## config.mk

```make
export PLATFORM = sky130hd
export DESIGN_NAME = core_command_decoder
export DESIGN_NICKNAME = d
export VERILOG_FILES = /design/src/rtl/core_command_decoder.sv
export SDC_FILE = /design/constraint.sdc
export NUM_CORES = 1
export LEC_CHECK = 0
export ABC_AREA = 1
export CAP_MARGIN = 20
export CORE_ASPECT_RATIO = 1.75
export CORE_UTILIZATION = 25
export DETAILED_ROUTE_END_ITERATION = 10
export PLACE_DENSITY_LB_ADDON = 0.15
export SLEW_MARGIN = 20
export SYNTH_ARGS = -nofsm -noshare
export SYNTH_HDL_FRONTEND = slang
export SYNTH_SLANG_ARGS = --single-unit
```

## constraint.sdc

```tcl
create_clock -name clock -period 5.45 [get_ports clock]
set_input_delay 1.09 -clock clock [delete_from_list [all_inputs] [get_ports clock]]
set_output_delay 1.09 -clock clock [all_outputs]
set_load 0.005 [all_outputs]
```

## src/rtl/core_command_decoder.sv

```systemverilog
// core_command_decoder
//
// Host-side bus master for the core register bus. Assembles command frames
// from the serial link receiver byte stream, drives instruction/address/value
// to the core interfaces, and returns READ data to the link transmitter as
// four bytes, MSB first.
//
// Parameters:
//   READ_LATENCY   - cycles READ is held on the bus before output_value is sampled (>=1)
//   TIMEOUT_CYCLES - idle cycles allowed between bytes of one frame (>=2)
//   NAK_BYTE       - response byte for an unknown opcode
//
// Ports:
//   clock, reset        - system clock, asynchronous active-high reset
//   rx_byte/valid/ready - byte stream from the link receiver
//   tx_byte/valid/ready - response byte stream to the link transmitter
//   instruction         - bus opcode (NOP/WRITE/READ)
//   address, value      - bus address and write data, updated only on frame completion
//   output_value        - bus read data from the addressed core interface
//   busy                - high whenever the decoder is not in IDLE
module core_command_decoder #(
    parameter int unsigned READ_LATENCY   = 2,
    parameter int unsigned TIMEOUT_CYCLES = 1_000_000,
    parameter logic [7:0]  NAK_BYTE       = 8'h15
) (
    input  logic        clock,
    input  logic        reset,
    input  logic [7:0]  rx_byte,
    input  logic        rx_valid,
    output logic        rx_ready,
    output logic [7:0]  tx_byte,
    output logic        tx_valid,
    input  logic        tx_ready,
    output logic [7:0]  instruction,
    output logic [23:0] address,
    output logic [31:0] value,
    input  logic [31:0] output_value,
    output logic        busy
);

    // Bus opcode encoding shared with the core interfaces.
    localparam logic [7:0] OP_NOP   = 8'h00;
    localparam logic [7:0] OP_WRITE = 8'h01;
    localparam logic [7:0] OP_READ  = 8'h02;

    localparam int LAT_W = (READ_LATENCY > 1) ? $clog2(READ_LATENCY) : 1;
    localparam int TMO_W = $clog2(TIMEOUT_CYCLES + 1);
    localparam logic [LAT_W-1:0] LAT_LAST = LAT_W'(READ_LATENCY - 1);
    localparam logic [TMO_W-1:0] TMO_LAST = TMO_W'(TIMEOUT_CYCLES - 1);

    typedef enum logic [2:0] {
        IDLE,
        GET_ADDR,
        GET_VALUE,
        BUS_WRITE,
        BUS_READ,
        SEND_DATA,
        SEND_NAK
    } state_t;

    state_t           state;
    logic             is_write;
    logic [23:0]      addr_sr;   // partial address, kept off the bus until frame completes
    logic [23:0]      val_sr;    // first three value bytes; the fourth arrives with the last transfer
    logic [23:0]      rd_data;   // remaining read-response bytes still to send
    logic [1:0]       byte_cnt;
    logic [LAT_W-1:0] lat_cnt;
    logic [TMO_W-1:0] tmo_cnt;
    logic             rx_fire;
    logic             tx_fire;

    assign rx_ready = (state == IDLE) || (state == GET_ADDR) || (state == GET_VALUE);
    assign busy     = (state != IDLE);
    assign rx_fire  = rx_valid && rx_ready;
    assign tx_fire  = tx_valid && tx_ready;

    always_ff @(posedge clock or posedge reset) begin
        if (reset) begin
            state       <= IDLE;
            is_write    <= 1'b0;
            addr_sr     <= '0;
            val_sr      <= '0;
            rd_data     <= '0;
            byte_cnt    <= '0;
            lat_cnt     <= '0;
            tmo_cnt     <= '0;
            instruction <= OP_NOP;
            address     <= '0;
            value       <= '0;
            tx_byte     <= '0;
            tx_valid    <= 1'b0;
        end else begin
            case (state)
                IDLE: begin
                    if (rx_fire) begin
                        case (rx_byte)
                            OP_WRITE, OP_READ: begin
                                is_write <= (rx_byte == OP_WRITE);
                                byte_cnt <= '0;
                                tmo_cnt  <= '0;
                                state    <= GET_ADDR;
                            end
                            OP_NOP: ;
                            default: begin
                                tx_byte  <= NAK_BYTE;
                                tx_valid <= 1'b1;
                                state    <= SEND_NAK;
                            end
                        endcase
                    end
                end

                GET_ADDR: begin
                    if (rx_fire) begin
                        tmo_cnt <= '0;
                        addr_sr <= {addr_sr[15:0], rx_byte};
                        if (byte_cnt == 2'd2) begin
                            byte_cnt <= '0;
                            if (is_write) begin
                                state <= GET_VALUE;
                            end else begin
                                address     <= {addr_sr[15:0], rx_byte};
                                instruction <= OP_READ;
                                lat_cnt     <= '0;
                                state       <= BUS_READ;
                            end
                        end else begin
                            byte_cnt <= byte_cnt + 2'd1;
                        end
                    end else if (tmo_cnt == TMO_LAST) begin
                        // Sender went quiet mid-frame: drop it silently.
                        tmo_cnt <= '0;
                        state   <= IDLE;
                    end else begin
                        tmo_cnt <= tmo_cnt + TMO_W'(1);
                    end
                end

                GET_VALUE: begin
                    if (rx_fire) begin
                        tmo_cnt <= '0;
                        val_sr  <= {val_sr[15:0], rx_byte};
                        if (byte_cnt == 2'd3) begin
                            address     <= addr_sr;
                            value       <= {val_sr, rx_byte};
                            instruction <= OP_WRITE;
                            state       <= BUS_WRITE;
                        end else begin
                            byte_cnt <= byte_cnt + 2'd1;
                        end
                    end else if (tmo_cnt == TMO_LAST) begin
                        tmo_cnt <= '0;
                        state   <= IDLE;
                    end else begin
                        tmo_cnt <= tmo_cnt + TMO_W'(1);
                    end
                end

                BUS_WRITE: begin
                    instruction <= OP_NOP;
                    state       <= IDLE;
                end

                BUS_READ: begin
                    if (lat_cnt == LAT_LAST) begin
                        // Sample read data on the last READ cycle; the MSB goes out at once.
                        instruction <= OP_NOP;
                        tx_byte     <= output_value[31:24];
                        rd_data     <= output_value[23:0];
                        tx_valid    <= 1'b1;
                        byte_cnt    <= '0;
                        state       <= SEND_DATA;
                    end else begin
                        lat_cnt <= lat_cnt + LAT_W'(1);
                    end
                end

                SEND_DATA: begin
                    if (tx_fire) begin
                        if (byte_cnt == 2'd3) begin
                            tx_valid <= 1'b0;
                            state    <= IDLE;
                        end else begin
                            tx_byte  <= rd_data[23:16];
                            rd_data  <= {rd_data[15:0], 8'h00};
                            byte_cnt <= byte_cnt + 2'd1;
                        end
                    end
                end

                SEND_NAK: begin
                    if (tx_fire) begin
                        tx_valid <= 1'b0;
                        state    <= IDLE;
                    end
                end

                default: begin
                    instruction <= OP_NOP;
                    tx_valid    <= 1'b0;
                    state       <= IDLE;
                end
            endcase
        end
    end

endmodule

```

==> summary.md <==
| Metric | Value |
|---|---|
| Worst VDD drop | 0.000285 V |
| Starting density of the core | 25.4% |
| RSZ-0062 raised after global routing | no |
| Placed Cells | 1430 |
| Post-DP HPWL | 16400 µm |
| Synth cell count leaders | nand2_1, dfrtp_1, o21ai_0 |
| Clk network pwr share | 23.8% |
| Total grt overflow | 0 |
| Pwr/cell area | 514 nW/µm² |
| Via count | 6514 |
| Worst-margin pin slew | 0.896 ns |
| Count leader, synth | nand2_1 |
| Post-synth EDFFs | 0 |
| Post-synthesis mux area share | 0% |
| Final Skew | 0.0101 ns |
| PostCTS Resize Cnt | 0 |
| Ys Warns | 0 |
| WP depth | 8 |
| Total Nets Final | 1108 |
| Startpoint Class | flip-flop |
| Pin count of the biggest net entering global routing | 109 |
| Largest cells by area after synthesis | dfrtp_1, nand2_1, o21ai_0 |
| Register clock-pin slew on the reported worst setup and hold paths | 0.06 ns |
| Count of cell types in the netlist | 33 |
| DRT Wirelength | 23200 µm |
| HP Class | flip-flop to flip-flop |
| Setup TNS | 0 ns |
| R2R Path End | value[0] |
| I/O pin count | 119 |
| Final setup vio count | 0 |
| Ant diodes | 0 |
| XOR/XNOR share of the synthesized area | 0.787% |
| Crit path largest cell delay | 0.66 ns |
| Final max-slew violation count | 0 |
| Number of global-route vias before repair | 6453 |
| Critical path arrival | 3.72 ns |
| CTS Buf Count | 17 |
| CP startpoint | state[2] |
| Tmin final | 3.41 ns |
| Vias/cell | 4.46 |
| Switch share | 37.4% |
| Post-route DRC | 0 |
| P_sw | 0.00189 W |
| Tcrit/Tclk final | 62.5% |
| Endpoint class of the critical path | flip-flop |
| Synthesized flop and latch total | 166 |
| Synthesized area per cell | 8.11 µm² |
| Required @ worst endpoint | 5.76 ns |
| Synth Area in Adders | 0.803% |
| Post-synthesis sequential area ratio | 53.3% |
| Die area | 31900 µm² |
| Slowest-stage cell, CP | inv_2 |
| Final hold viol count | 0 |
| Post-DRT Antenna Nets | 0 |
| Mapped Area | 7790 µm² |
| Post-CTS setup buffer count | 0 |
| Compound-Gate Fraction of Synth Area | 13.2% |
| Root Buffer | clkbuf_16 |
| R2R setup slack | 2.04 ns |
| # fillers | 3248 |
| Buf/Inv on CP | 3 |
| Async SR Flop Fraction | 100% |
| Sequential power share | 40.2% |
| Tot GR Track Use | 15.3% |
| Slew HR | 40.2% |
| TritonCTS clock tree | yes |
| RePlAce Congestion | 0.850 |
| Largest delay share family, worst path | buffers and inverters |
| WS Path Type | flip-flop to flip-flop |
| Clk sinks | 166 |
| Most common cell on crit path | inv_2 |
| MaxCap Viol Count | 0 |
| # hold bufs at CTS | 0 |
| Crit path to | value[0] |
| CTS Buffer Depth | 2 |
| Max Fclk | 294 MHz |
| Yosys top cell area share | 53.3% |
| Synth Area in Simple Gates | 23.4% |
| Path depth of the worst reg2reg path | 8 |
| Initial antenna violation count | 0 |
| Worst-path fanout max | 57 |
| CP cell instances | inv_2 > nand2_2 > inv_2 > nand2_2 > nor2_4 > inv_2 > nand2_1 > o21ai_1 |
| Crit Reg-Reg Startpoint | state[2] |
| Largest family of logic cells by synthesized area | simple AND/OR/NAND/NOR gates |
| H-tree lvl count | 4 |
| Die W | 135 µm |
| Row count | 85 |
| Core region area | 30700 µm² |
| Leakage | 4.47 nW |
| Latest clock arrival within the worst-skew pair | 0.44 ns |
| DRT iter0 DRCs | 295 |
| Comb power frac | 35.9% |
| First-pass GRT wire length | 36400 µm |
| Layout area overhead | 26.3% |
| IO buf count | 112 |
| Biggest area consumer among synthesized cells | dfrtp_1 |
| Int Power | 0.00317 W |
| Status | completed |
| Final Non-Filler Cells | 1462 |
| Synth Flop Type | dfrtp_1 |
| Chip Height | 236 µm |
| Drt wl/cell | 15.9 µm |
| Synthesized instance count | 961 |
| Share of layout cells above drive strength 1 | 5.51% |
| TritonRoute pass-1 iters | 5 |
[layout by cell type, fill, tap and decap left out, drive strengths merged]
cell | synthesis | final
a22o | 1 | 1
clkinv | 0 | 3
ha | 5 | 5
and3 | 1 | 1
o22ai | 1 | 1
bufinv | 0 | 1
buf | 23 | 5
nor2 | 84 | 84
conb | 1 | 6
xor2 | 6 | 6
clkinvlp | 0 | 2
clkbuf | 20 | 25
a21oi | 11 | 11
nand2 | 299 | 299
nand4 | 12 | 12
o21ai | 131 | 131
o2111ai | 1 | 1
a31oi | 24 | 24
nor3 | 4 | 4
clkdlybuf4s50 | 0 | 112
nand3 | 41 | 41
inv | 111 | 111
o211ai | 18 | 18
dfrtp | 166 | 166
xnor2 | 1 | 1
[flip-flops by register name, summed over array words and instances, names as in the netlist]
| register | count |
|---|---|
| address | 24 |
| byte_cnt | 2 |
| state | 3 |
| lat_cnt | 1 |
| val_sr | 24 |
| tmo_cnt | 20 |
| value | 32 |
| is_write | 1 |
| addr_sr | 24 |
| tx_byte | 8 |
| instruction | 2 |
| rd_data | 24 |
| tx_valid | 1 |
[stage by stage]
| step | hold slack (ns) | total power [W] | area, µm² | utilization (%) | setup slack (ns) |
|---|---|---|---|---|---|
| after floorplan | 0.442 | 0.00306 | 7820 | - | 2.25 |
| after global placement | 0.458 | 0.00390 | 9230 | 30.0 | 1.77 |
| after detailed placement | 0.459 | 0.00392 | 9230 | 30.0 | 1.72 |
| after CTS | 0.476 | 0.00515 | 9810 | 31.9 | 1.95 |
| after global routing | 0.500 | 0.00547 | 9840 | 32.0 | 1.81 |
| final | 0.472 | 0.00506 | 9840 | 32.0 | 2.04 |
[worst min-delay path, cell delays in order, from the launching register on]
cell     delay [ns]
dfrtp_1        0.35
nand2_1        0.05
nand2_1        0.04
[final cells by class]
class	count	area [µm²]	area share, %
Multi-Input combinational cell	646	3000	30.5
Tap cell	391	489	4.97
Clock buffer	25	515	5.24
Inverter	111	420	4.27
Clock inverter	6	65.1	0.661
Sequential cell	166	4150	42.2
Timing Repair Buffer	117	1190	12.1
[per-layer routing]
layer | track usage, % | part of all wire (%) | vias up
met5 | 0 | 0 | -
met4 | 7.12 | 3.1 | 0
met3 | 3.34 | 3.8 | 34
met2 | 27.6 | 54 | 126
met1 | 16.8 | 40 | 3095
li1 | - | - | 3259
[power groups by stage]
stage	Clock, W	Sequential, W	Combinational, W
final	0.00121	0.00203	0.00182
after global routing	0.00130	0.00210	0.00207
after CTS	0.00125	0.00205	0.00186
after detailed placement	0	0.00207	0.00185
after global placement	0	0.00207	0.00183
after floorplan	0	0.00197	0.00109
[worst min path at each step]
| stage | from | cells after the start | slack (ns) | to |
|---|---|---|---|---|
| after floorplan | addr_sr[23] | 2 | 0.44 | addr_sr[23] |
| after global placement | addr_sr[23] | 2 | 0.46 | addr_sr[23] |
| after detailed placement | value[30] | 2 | 0.46 | value[30] |
| after CTS | value[30] | 2 | 0.48 | value[30] |
| after global routing | instruction[0] | 2 | 0.50 | instruction[0] |
| final | value[30] | 2 | 0.47 | value[30] |
[cells by family (layout without fill, tap and decap cells)]
logic type | after synthesis | count (layout)
adder cells (fa/ha/maj) | 5 | 5
XOR/XNOR | 7 | 7
AND/OR/NAND/NOR | 441 | 441
flip-flops | 166 | 166
AO/OA/AOI/OAI | 187 | 187
buffers and inverters | 154 | 259
other | 1 | 6
No activity file was read; power rests on OpenSTA's default activity.
